--- src/rtl/alu_sequencer.sv ---
// alu_sequencer
//   Runs one ALU operation per request. A request (opcode + two operands) is
//   accepted over a valid/ready handshake, the operands and opcode are driven
//   onto the ALU inputs, the block waits the opcode-dependent latency, captures
//   the 64-bit ALU result and returns it over a second valid/ready handshake.
//
// Ports
//   clock, reset_n         : clock, asynchronous active-low reset
//   req_valid/req_ready    : request handshake; req_op/req_a/req_b sampled at accept
//   alu_y/alu_b/alu_control: registered drive of the ALU inputs
//   alu_result             : ALU output (ALU updates it on the falling edge)
//   rsp_valid/rsp_ready    : response handshake
//   rsp_lo/rsp_hi          : captured result; rsp_hi is 0 for narrow ops
//   rsp_wide/rsp_err       : result came from MUL/DIV / opcode was unsupported
module alu_sequencer #(
    parameter int MULDIV_EXTRA = 2   // legal range 0..15
) (
    input  logic        clock,
    input  logic        reset_n,
    input  logic        req_valid,
    output logic        req_ready,
    input  logic [4:0]  req_op,
    input  logic [31:0] req_a,
    input  logic [31:0] req_b,
    output logic [31:0] alu_y,
    output logic [31:0] alu_b,
    output logic [4:0]  alu_control,
    input  logic [63:0] alu_result,
    output logic        rsp_valid,
    input  logic        rsp_ready,
    output logic [31:0] rsp_lo,
    output logic [31:0] rsp_hi,
    output logic        rsp_wide,
    output logic        rsp_err
);

    localparam logic [4:0] OP_ADD  = 5'b00011;
    localparam logic [4:0] OP_SUB  = 5'b00100;
    localparam logic [4:0] OP_SHR  = 5'b00101;
    localparam logic [4:0] OP_SHRA = 5'b00110;
    localparam logic [4:0] OP_SHL  = 5'b00111;
    localparam logic [4:0] OP_ROR  = 5'b01000;
    localparam logic [4:0] OP_ROL  = 5'b01001;
    localparam logic [4:0] OP_AND  = 5'b01010;
    localparam logic [4:0] OP_OR   = 5'b01011;
    localparam logic [4:0] OP_MUL  = 5'b01111;
    localparam logic [4:0] OP_DIV  = 5'b10000;
    localparam logic [4:0] OP_NEG  = 5'b10001;
    localparam logic [4:0] OP_NOT  = 5'b10010;
    localparam logic [4:0] OP_INC  = 5'b11111;

    typedef enum logic [1:0] {IDLE, EXEC, RESP} state_t;

    function automatic logic is_supported(input logic [4:0] op);
        case (op)
            OP_ADD, OP_SUB, OP_SHR, OP_SHRA, OP_SHL, OP_ROR, OP_ROL,
            OP_AND, OP_OR, OP_MUL, OP_DIV, OP_NEG, OP_NOT, OP_INC: return 1'b1;
            default: return 1'b0;
        endcase
    endfunction

    function automatic logic is_wide(input logic [4:0] op);
        return (op == OP_MUL) || (op == OP_DIV);
    endfunction

    state_t      state_q, state_d;
    logic [3:0]  cnt_q, cnt_d;
    logic        err_q, err_d;
    logic [31:0] alu_y_q, alu_y_d;
    logic [31:0] alu_b_q, alu_b_d;
    logic [4:0]  alu_control_q, alu_control_d;
    logic        rsp_valid_q, rsp_valid_d;
    logic [31:0] rsp_lo_q, rsp_lo_d;
    logic [31:0] rsp_hi_q, rsp_hi_d;
    logic        rsp_wide_q, rsp_wide_d;
    logic        rsp_err_q, rsp_err_d;
    logic        cur_wide;

    // alu_control is zero outside EXEC, and stays zero for an unsupported op,
    // so in EXEC it identifies the op in flight.
    assign cur_wide = !err_q && is_wide(alu_control_q);

    always_comb begin
        state_d       = state_q;
        cnt_d         = cnt_q;
        err_d         = err_q;
        alu_y_d       = alu_y_q;
        alu_b_d       = alu_b_q;
        alu_control_d = alu_control_q;
        rsp_valid_d   = rsp_valid_q;
        rsp_lo_d      = rsp_lo_q;
        rsp_hi_d      = rsp_hi_q;
        rsp_wide_d    = rsp_wide_q;
        rsp_err_d     = rsp_err_q;
        case (state_q)
            IDLE: begin
                if (req_valid) begin
                    state_d = EXEC;
                    if (is_supported(req_op)) begin
                        alu_y_d       = req_a;
                        alu_b_d       = req_b;
                        alu_control_d = req_op;
                        cnt_d         = is_wide(req_op) ? 4'(MULDIV_EXTRA) : 4'd0;
                        err_d         = 1'b0;
                    end else begin
                        cnt_d = 4'd0;
                        err_d = 1'b1;
                    end
                end
            end
            EXEC: begin
                if (cnt_q == 4'd0) begin
                    state_d       = RESP;
                    rsp_valid_d   = 1'b1;
                    rsp_lo_d      = err_q ? 32'd0 : alu_result[31:0];
                    rsp_hi_d      = cur_wide ? alu_result[63:32] : 32'd0;
                    rsp_wide_d    = cur_wide;
                    rsp_err_d     = err_q;
                    alu_control_d = 5'd0;
                end else begin
                    cnt_d = cnt_q - 4'd1;
                end
            end
            RESP: begin
                if (rsp_ready) begin
                    state_d     = IDLE;
                    rsp_valid_d = 1'b0;
                end
            end
            default: state_d = IDLE;
        endcase
    end

    always_ff @(posedge clock or negedge reset_n) begin
        if (!reset_n) begin
            state_q       <= IDLE;
            cnt_q         <= 4'd0;
            err_q         <= 1'b0;
            alu_y_q       <= 32'd0;
            alu_b_q       <= 32'd0;
            alu_control_q <= 5'd0;
            rsp_valid_q   <= 1'b0;
            rsp_lo_q      <= 32'd0;
            rsp_hi_q      <= 32'd0;
            rsp_wide_q    <= 1'b0;
            rsp_err_q     <= 1'b0;
        end else begin
            state_q       <= state_d;
            cnt_q         <= cnt_d;
            err_q         <= err_d;
            alu_y_q       <= alu_y_d;
            alu_b_q       <= alu_b_d;
            alu_control_q <= alu_control_d;
            rsp_valid_q   <= rsp_valid_d;
            rsp_lo_q      <= rsp_lo_d;
            rsp_hi_q      <= rsp_hi_d;
            rsp_wide_q    <= rsp_wide_d;
            rsp_err_q     <= rsp_err_d;
        end
    end

    assign req_ready   = (state_q == IDLE);
    assign alu_y       = alu_y_q;
    assign alu_b       = alu_b_q;
    assign alu_control = alu_control_q;
    assign rsp_valid   = rsp_valid_q;
    assign rsp_lo      = rsp_lo_q;
    assign rsp_hi      = rsp_hi_q;
    assign rsp_wide    = rsp_wide_q;
    assign rsp_err     = rsp_err_q;

endmodule

--- config.mk ---
export PLATFORM = sky130hd
export DESIGN_NAME = alu_sequencer
export DESIGN_NICKNAME = d
export VERILOG_FILES = /design/src/rtl/alu_sequencer.sv
export SDC_FILE = /design/constraint.sdc
export NUM_CORES = 1
export LEC_CHECK = 0
export CORE_AREA = 2 2 114 116
export CTS_BUF_LIST = sky130_fd_sc_hd__clkbuf_16
export DETAILED_ROUTE_END_ITERATION = 8
export DIE_AREA = 0 0 116 118
export DONT_BUFFER_PORTS = 1
export SLEW_MARGIN = 20
export SYNTH_ARGS = -nofsm -noshare
export SYNTH_HDL_FRONTEND = slang
export SYNTH_SLANG_ARGS = --single-unit
--- constraint.sdc ---
create_clock -name clock -period 3.2 [get_ports clock]
set_input_delay 0.8 -clock clock [delete_from_list [all_inputs] [get_ports clock]]
set_output_delay 0.8 -clock clock [all_outputs]
set_load 0.005 [all_outputs]
==> results.yml, run 1 <==
global_route:
  antenna_found_initial: 0
  grt_max_degree: 144
  grt_pass1_wl_um: 19950
  grt_use_total: 0.1941
  grt_overflow: 0
  grt_pass1_vias: 3602
pwr:
  seqPwrFrac: 0.490
  clock_power_share: 0.266
  p_leak_nw: 2.921
  p_comb_frac: 0.243
  switching_share: 0.3340
  p_sw_w: 0.002319
  intPower_w: 0.004623
  ir_worst_vdd_v: 0.0004861
  power.density_nw_per_um2: 1079
floorplanning:
  die-width_um: 116
  design.core.area_um2: 12410
  die_area_um2: 13690
  start_util: 0.4637
  die_h_um: 118
  io-pin-count: 274
  std_cell_rows: 41
place:
  placed_cells: 640
  dpl_cell_area_um2: 5874
  gp_congestion: 0.8138
  io_buffers: 0
  dp.final_hpwl_um: 9246
route:
  num_vias: 3605
  ant_nets: 0
  drc: 0
  wl_met2_um: 6781
  dr.max_layer_used: "met4"
  avgViaCountPerCell: 5.365
  initialDrtViolationCount: 181
  wl_per_cell_um: 19.52
  drt_first_pass_iters: 4
  wl_met3_um: 1258
  wl_met1_um: 4763
  drt-total-wl_um: 13120
worst_setup_path:
  path_class: "register to register"
  cp-start-kind: "register"
  cp_max_fo: 46
  worst-endpoint-arrival_ns: 2.44
  required_ns: 3.51
  crit_path_end_kind: "register"
sta:
  max_freq_ghz: 0.4691
  layout_min_cycle_time_ns: 2.132
  grt_setup_unrepaired: "no"
  fin_setup_tns_ns: 0
  fin_skew_ns: 0.008072
  hold_slack_ns: 0.07950
  finalCritPeriodShare: 0.6661
  worst_pin_slew_ns: 1.045
  report.final.slew_viol_count: 0
  setup_viol: 0
  slew_headroom: 0.3036
  hold_viol: 0
run:
  drv_cap: 0
yosys:
  ys_ff_latch: 143
  syn_nets: 632
  synth.yosys.seq_area_share: 0.6216
  syn-cell-area_um2: 5757
  syn_inst: 493
  avgSynthCellArea_um2: 11.68
  synth.distinct_cells: 37
  yosysWarnings: 0
clock_network:
  cts-root-buf: "clkbuf_16"
  cts_sinks: 143
  max-clock-path-buffers: 2
  numCtsBuffers: 17
  ctsResizeCount: 0
  clkSlewWorstSetupHoldPaths_ns: 0.06
  clk_latency_ns: 0.42
  tritoncts: "yes"
  holdBufCountCts: 0
  cts_setup_buffers: 0
  cts_max_level: 4
finish:
  syn2layout_area_growth_pct: 11.71
  nets: 626
  n_antenna_cell: 0
  num-fill-cells: 1093
  drive_gt1_frac: 0.2080
  final_cells: 672
  final_cell_area_um2: 6431
  final_core_util: 0.5180
worst_hold_path:
  worstHoldPathType: "input pin to asynchronous set/reset pin"
status:
  status: "complete, no violations"
-- cell families (layout without fill, tap and decap cells) --
group                    after synthesis  count (layout)  share of synthesized area
adder cells (fa/ha/maj)                2               2                   0.004346
flip-flops                           143             143                     0.6216
AO/OA/AOI/OAI                         51              51                    0.05260
multiplexers                          65              65                     0.1302
AND/OR/NAND/NOR                      194             194                     0.1561
buffers and inverters                 36              43                    0.03217
XOR/XNOR                               2               2                   0.003043
-- critical path, cell delays in order, from the launching register on --
cell,delay [ns]
dfrtp_1,0.41
inv_1,0.09
ha_1,0.14
nor3b_2,0.28
and3b_2,0.53
buf_12,0.27
nand2_1,0.09
o21ai_0,0.19
-- routing by layer --
metal	vias to the layer above	GRT usage
met5	-	0
met4	0	0.07813
met3	24	0.07724
met2	179	0.3257
met1	1766	0.2188
li1	1636	-
-- cell usage after synthesis --
cell      number  area, um2
nor4_1         1      6.260
mux2_4         5      75.07
o31ai_1        1      7.510
inv_1          6      22.52
buf_8          1      15.01
or3b_2         1      8.760
nor3_1         2      10.01
buf_2          4      20.02
buf_1          4      15.01
a21o_1         1      7.510
nand4_1        1      6.260
o21ai_0       28      140.1
mux2i_1        1      10.01
ha_1           2      25.02
o21ai_1       11      55.05
nand3_1        2      10.01
dfrtp_1      143       3578
nor2b_4        1      13.76
nor2b_1        1      6.260
xnor2_1        2      17.52
a22o_1         5      43.79
a22oi_1        1      7.510
mux2_2        59      664.4
nor3b_2        1      12.51
and3b_1        1      8.760
nand3b_1      33      247.7
nand2_1      139      521.8
clkbuf_1      14      52.55
o221ai_2       1      15.01
a211o_1        1      8.760
buf_6          2      22.52
nor2_1         9      33.78
a21oi_2        1      8.760
and2_1         1      6.260
o31a_1         1      8.760
nand2b_1       1      6.260
buf_4          5      37.54
-- flip-flops by register name, indices dropped and copies added (netlist names) --
signal and cells:
alu_b 32, alu_control 5, err_q 1, cnt_q 4, rsp_lo 32, rsp_err 1, rsp_hi 32, state_q 2
rsp_wide 1, alu_y 32, rsp_valid 1
-- cells in the final DEF (no fill, tap or decap), types with 2 or more instances in the layout --
cell,instances
a22o_1,5
buf_12,2
buf_4,3
bufinv_16,2
clkbuf_16,17
clkinv_2,6
clkinv_4,3
dfrtp_1,143
ha_1,2
inv_1,9
mux2_2,59
mux2_4,5
nand2_1,139
nand3_1,2
nand3b_1,33
nor2_1,9
nor3_1,2
o21ai_0,28
o21ai_1,11
xnor2_1,2
-- final cells by class --
| cell class | count | area [um2] | area share |
|---|---|---|---|
| well taps | 172 | 215.2 | 0.03346 |
| flip-flops and latches | 143 | 3578 | 0.5564 |
| clock inverters | 15 | 131.4 | 0.02043 |
| multi-input cells | 314 | 1996 | 0.3103 |
| repair buffers | 5 | 62.56 | 0.009728 |
| inverters | 6 | 22.52 | 0.003502 |
| clock buffers | 17 | 425.4 | 0.06615 |
-- power by group through the flow --
| stage | clock, W | combinational, W | sequential, W |
|---|---|---|---|
| after floorplan | 0 | 0.00146 | 0.00318 |
| after CTS | 0.00190 | 0.00172 | 0.00343 |
| after global placement | 0 | 0.00162 | 0.00344 |
| after global routing | 0.00199 | 0.00191 | 0.00352 |
| after detailed placement | 0 | 0.00173 | 0.00346 |
| final | 0.00185 | 0.00169 | 0.00340 |
-- per-stage QoR --
step | setup slack [ns] | total power (W)
floorplan | 1.076 | 0.004637
global placement | 0.9471 | 0.005056
detailed placement | 0.8978 | 0.005187
CTS | 1.039 | 0.007054
global route | 0.8463 | 0.007417
finish | 1.068 | 0.006942
-- path summary, 6_finish.rpt --
check / startpoint / to / slack, ns / cells past startpoint
min reg2reg: rsp_lo[13] / rsp_lo[13] / 0.50 / 2
min: reset_n / alu_y[1] / 0.08 / 0
max reg2reg: cnt_q[0] / rsp_hi[1] / 1.07 / 7
max in group asynchronous: reset_n / rsp_hi[1] / 2.89 / 0
max: cnt_q[0] / rsp_hi[1] / 1.07 / 7
min in group clock: rsp_ready / state_q[1] / 0.49 / 1
No activity file was read; power rests on OpenSTA's default activity.
==> run 2: changes to the inputs <==
==> constraint.sdc (replaced) <==
create_clock -name clock -period 2.2 [get_ports clock]
set_input_delay 0.55 -clock clock [delete_from_list [all_inputs] [get_ports clock]]
set_output_delay 0.55 -clock clock [all_outputs]
set_load 0.005 [all_outputs]
==> run 2 against run 1 <==
Compared with the run above: the run now ends with negative hold slack left; cell count up 0.30%; wire length down 0.64%; clock-buffer cell count unchanged; critical path type unchanged; largest power group unchanged.
==> results.yml, run 2 (synthesis gave the netlist of run 1 again) <==
worst_setup_path:
  cp_cell_sequence: "nor2_1 -> nor3_1 -> and2_2 -> buf_12 -> mux2_2"
  cp_max_fo: 69
  cpPeakStageDelay_ns: 0.50
  r2r_slack_ns: 0.29
  cp_slowest_cell: "dfrtp_1"
  crit_path_end_kind: "register"
  crit_family: "simple AND/OR/NAND/NOR gates"
  cp-start-kind: "register"
  worst-endpoint-arrival_ns: 2.20
  required_ns: 2.49
  crit_buf_inv: 1
  path_class: "register to register"
pwr:
  power_w: 0.01035
  p_leak_nw: 2.936
  power.density_nw_per_um2: 1592
  ir_worst_vdd_v: 0.0006255
clock_network:
  max-clock-path-buffers: 2
  cts-root-buf: "clkbuf_16"
  tritoncts: "yes"
  clk_latency_ns: 0.42
  cts_sinks: 143
  ctsResizeCount: 0
  numCtsBuffers: 17
  cts_max_level: 4
  cts_setup_buffers: 0
  clkSlewWorstSetupHoldPaths_ns: 0.06
sta:
  slew_headroom: 0.3446
  report.final.slew_viol_count: 0
  fin_setup_tns_ns: 0
  hold_viol: 143
  setup_viol: 0
  grt_setup_unrepaired: "no"
  worst_pin_slew_ns: 0.9831
  layout_min_cycle_time_ns: 1.909
  fin_skew_ns: 0.008707
  finalCritPeriodShare: 0.8678
  hold_slack_ns: -0.1698
  max_freq_ghz: 0.5238
finish:
  syn2layout_area_growth_pct: 12.98
  nets: 628
  final_cell_mix: "dfrtp_1, nand2_1, mux2_2, nand3b_1, o21ai_0"
  final_core_util: 0.5239
  drive_gt1_frac: 0.2092
  n_antenna_cell: 0
  num-fill-cells: 1124
  final_common_cell: "dfrtp_1"
route:
  ant_nets: 0
  avgViaCountPerCell: 5.353
  num_vias: 3608
  drt-total-wl_um: 13030
  wl_per_cell_um: 19.34
  drc: 0
  initialDrtViolationCount: 161
  drt_first_pass_iters: 4
status:
  violations: "negative hold slack"
  status: "complete, but fails checks"
floorplanning:
  die_h_um: 118
  io-pin-count: 274
  design.core.area_um2: 12410
  die_area_um2: 13690
  std_cell_rows: 41
  start_util: 0.4637
  die-width_um: 116
global_route:
  grt_pass1_wl_um: 19800
  grt_pass1_vias: 3649
  antenna_found_initial: 0
  grt_max_degree: 144
  grt_overflow: 0
  grt_use_total: 0.1914
place:
  dp.final_hpwl_um: 9274
  gp_congestion: 0.7980
  io_buffers: 0
run:
  drv_cap: 0
worst_hold_path:
  worstHoldPathType: "input pin to asynchronous set/reset pin"
==> run 2: changes by cell type in the layout (fill, tap and decap cells not counted), sizes merged <==
| cell | before | now |
|---|---|---|
| bufinv | 2 | 4 |
| inv | 9 | 7 |
| clkinv | 10 | 7 |
| clkinvlp | 0 | 3 |
| buf | 5 | 7 |
==> run 2: final timing paths <==
check / start / end / cells past startpoint
worst max register to register: state_q[0] / alu_b[26] / 5
worst min register to register: rsp_lo[16] / rsp_lo[16] / 2
min in group clock: rsp_ready / state_q[1] / 1
worst max-delay path: state_q[0] / alu_b[26] / 5
max in group asynchronous: reset_n / alu_y[23] / 0
worst min-delay path: reset_n / alu_y[1] / 0
==> run 2: final cells by class <==
cell class	instances	area, um2	share of cell area
clock buffer	17	425.4	0.06541
clock inverter	15	176.4	0.02713
inverter	6	22.52	0.003463
multi-input combinational	314	1996	0.3068
sequential	143	3578	0.5502
tap	172	215.2	0.03309
timing repair buffer	7	90.09	0.01385
==> run 2: stage by stage <==
stage	cell area, um2	instances	setup WS, ns
after global routing	6504	674	0.09022
final	6504	674	0.2909
after floorplan	5757	493	0.3259
after CTS	6504	674	0.2649
after detailed placement	5902	642	0.1580
after global placement	5902	642	0.2172
==> run 2: power by group <==
part	internal (W)	switching [W]
registers	0.00388	0.00108
clock network	0.00187	0.00103
logic	0.00125	0.00124
total	0.00700	0.00336
==> run 2: layer usage <==
layer  up-vias  global-route usage  share of wire
met4         0             0.08780          0.024
met2       171              0.3286           0.52
met1      1765              0.2039           0.36
met5         -                   0              0
li1       1646                   -              -
met3        26             0.07621          0.097
==> RTL edit (settings of run 2) <==
The 3 states of `state_t` get a one-hot encoding in 3 bits.
--- a/src/rtl/alu_sequencer.sv
+++ b/src/rtl/alu_sequencer.sv
@@ -50,5 +50,5 @@
     localparam logic [4:0] OP_INC  = 5'b11111;
 
-    typedef enum logic [1:0] {IDLE, EXEC, RESP} state_t;
+    typedef enum logic [2:0] {IDLE = 3'b001, EXEC = 3'b010, RESP = 3'b100} state_t;
 
     function automatic logic is_supported(input logic [4:0] op);
Formal check against the unedited RTL: same outputs for any inputs over 4 cycles, from zero or initial values and one cycle with reset_n low; so few cycles prove little.
==> RTL edit against run 2 <==
- the flow still finishes with violations (negative hold slack)
- sequential cell count grew 1
- routed wire length shrank 5.3%
- total power shrank 8.2%
- clock power shrank 6%
- setup slack lost 0.076 ns
- utilization grew 1.6 points
- first-iteration DRC count grew 16%
- synthesized cell count shrank 4.3%
- combinational power shrank 18%
- count of clock-buffer cells in the layout is the same
- synthesized area grew 3.2%
- final area grew 3.1%
- critical endpoint is now rsp_hi[6]$_DFFE_PN0P_
- largest power group unchanged
- highest routed layer unchanged
==> RTL edit: results <==
{
  "status": "complete, but fails checks",
  "violations": "negative hold slack",
  "cp.arrival_ns": 2.29,
  "dp_hpwl_um": 8760,
  "drt_iter0_drc": 186,
  "worst-path-max-fanout": 24,
  "nMultiInputCombCells": 290,
  "synth-xor-area-share_pct": 0.442,
  "ys_seq_area_share_pct": 60.7,
  "post_drt_wl_per_cell_um": 18.7,
  "grt_pass1_vias": 3774,
  "synthAdderAreaFrac_pct": 0.421,
  "n_all_buffers": 14,
  "synth_compound_area_share_pct": 8.95,
  "inverters_excl_clock": 8,
  "drive_gt1_share_pct": 29.6,
  "finalHoldViolations": 143,
  "buffer_area_share_pct": 2.13,
  "synth_common_cells": "dfrtp_1 (143), mux2_2 (61), nand2_1 (46)",
  "synth-seq-cells": 144,
  "leakagePower_nw": 3.11,
  "place_inst": 628,
  "vias": 3472,
  "avgSynthCellArea_um2": 12.6,
  "globalplace.congestion": 0.741,
  "switching_share_pct": 29.6,
  "regArea_um2": 3600,
  "ir_drop_uv": 707,
  "track_usage_pct": 18.4,
  "syn_nets": 611,
  "ys_types": 39,
  "grt_pass1_wl_um": 19000,
  "holdWs_ns": -0.166,
  "clkCellAreaFrac_pct": 8.40,
  "yosys-top-cells-area": "dfrtp_1 (60%), mux2_2 (12%), a31o_2 (4.7%)",
  "fillCellCount": 1109
}
==> RTL edit: cell count changes after synthesis, moves of 7 or more <==
cell	change
nand2b_1	+32
and2_0	+32
buf_2	+9
o21ai_0	+7
nand2_1	-93
o21ai_1	-11
a31o_2	+32
nand3b_1	-32
==> RTL edit: worst register-to-register path, cell delays in order (launching register included) <==
cell      delay, ns
dfrtp_1        0.40
inv_1          0.09
ha_1           0.14
or3b_1         0.36
nand2b_4       0.27
buf_4          0.25
and2_0         0.17
a31o_2         0.21
==> RTL edit: power by group through the flow <==
stage	Clock [mW]	Sequential, mW	Combinational [mW]
floorplan	0	4.44	1.77
global placement	0	4.77	1.99
detailed placement	0	4.77	2.08
CTS	2.81	4.75	2.09
global route	2.93	4.87	2.31
finish	2.73	4.73	2.05
==> RTL edit: cell families after synthesis <==
kind of cell,after synthesis
AO/OA/AOI/OAI,77
XOR/XNOR,3
adder cells (fa/ha/maj),2
buffers and inverters,38
flip-flops,144
multiplexers,71
AND/OR/NAND/NOR,137
==> RTL edit: worst paths after layout <==
| kind | startpoint | to | slack (ns) | cells past startpoint |
|---|---|---|---|---|
| worst max-delay path | cnt_q[0]$_DFFE_PN0P_ | rsp_hi[6]$_DFFE_PN0P_ | 0.22 | 7 |
| worst min-delay path | reset_n | rsp_lo[13]$_DFFE_PN0P_ | -0.17 | 0 |
| worst max register to register | cnt_q[0]$_DFFE_PN0P_ | rsp_hi[6]$_DFFE_PN0P_ | 0.22 | 7 |
| worst min register to register | rsp_lo[11]$_DFFE_PN0P_ | rsp_lo[11]$_DFFE_PN0P_ | 0.50 | 2 |
| max in group asynchronous | reset_n | state_q[0]$_DFFE_PN1P_ | 2.15 | 0 |
| min in group clock | req_op[1] | alu_control[1]$_DFFE_PN0P_ | 0.27 | 2 |
==> RTL edit: what timing repair did <==
| item | in CTS | in global routing |
|---|---|---|
| setup buffers | 0 | 0 |
| endpoints found under the hold margin | 144 | 144 |
| gates resized for setup | 0 | 0 |
==> RTL edit: metrics by stage <==
| stage | cell area (um^2) | hold WS [ns] | power (mW) |
|---|---|---|---|
| 6_report | 6700 | -0.166 | 9.50 |
| 3_5_place_dp | 6140 | 0.257 | 6.85 |
| 3_3_place_gp | 6140 | 0.257 | 6.76 |
| 4_1_cts | 6700 | -0.187 | 9.65 |
| 2_1_floorplan | 5940 | 0.254 | 6.20 |
| 5_1_grt | 6700 | -0.198 | 10.1 |
==> RTL edit: layer usage <==
metal / track usage, % / part of all wire [%] / vias to the layer above
li1: - / - / 1613
met1: 19.0 / 35 / 1667
met2: 30.9 / 51 / 178
met3: 10.1 / 13 / 14
met4: 6.77 / 1.5 / 0
met5: 0 / 0 / -
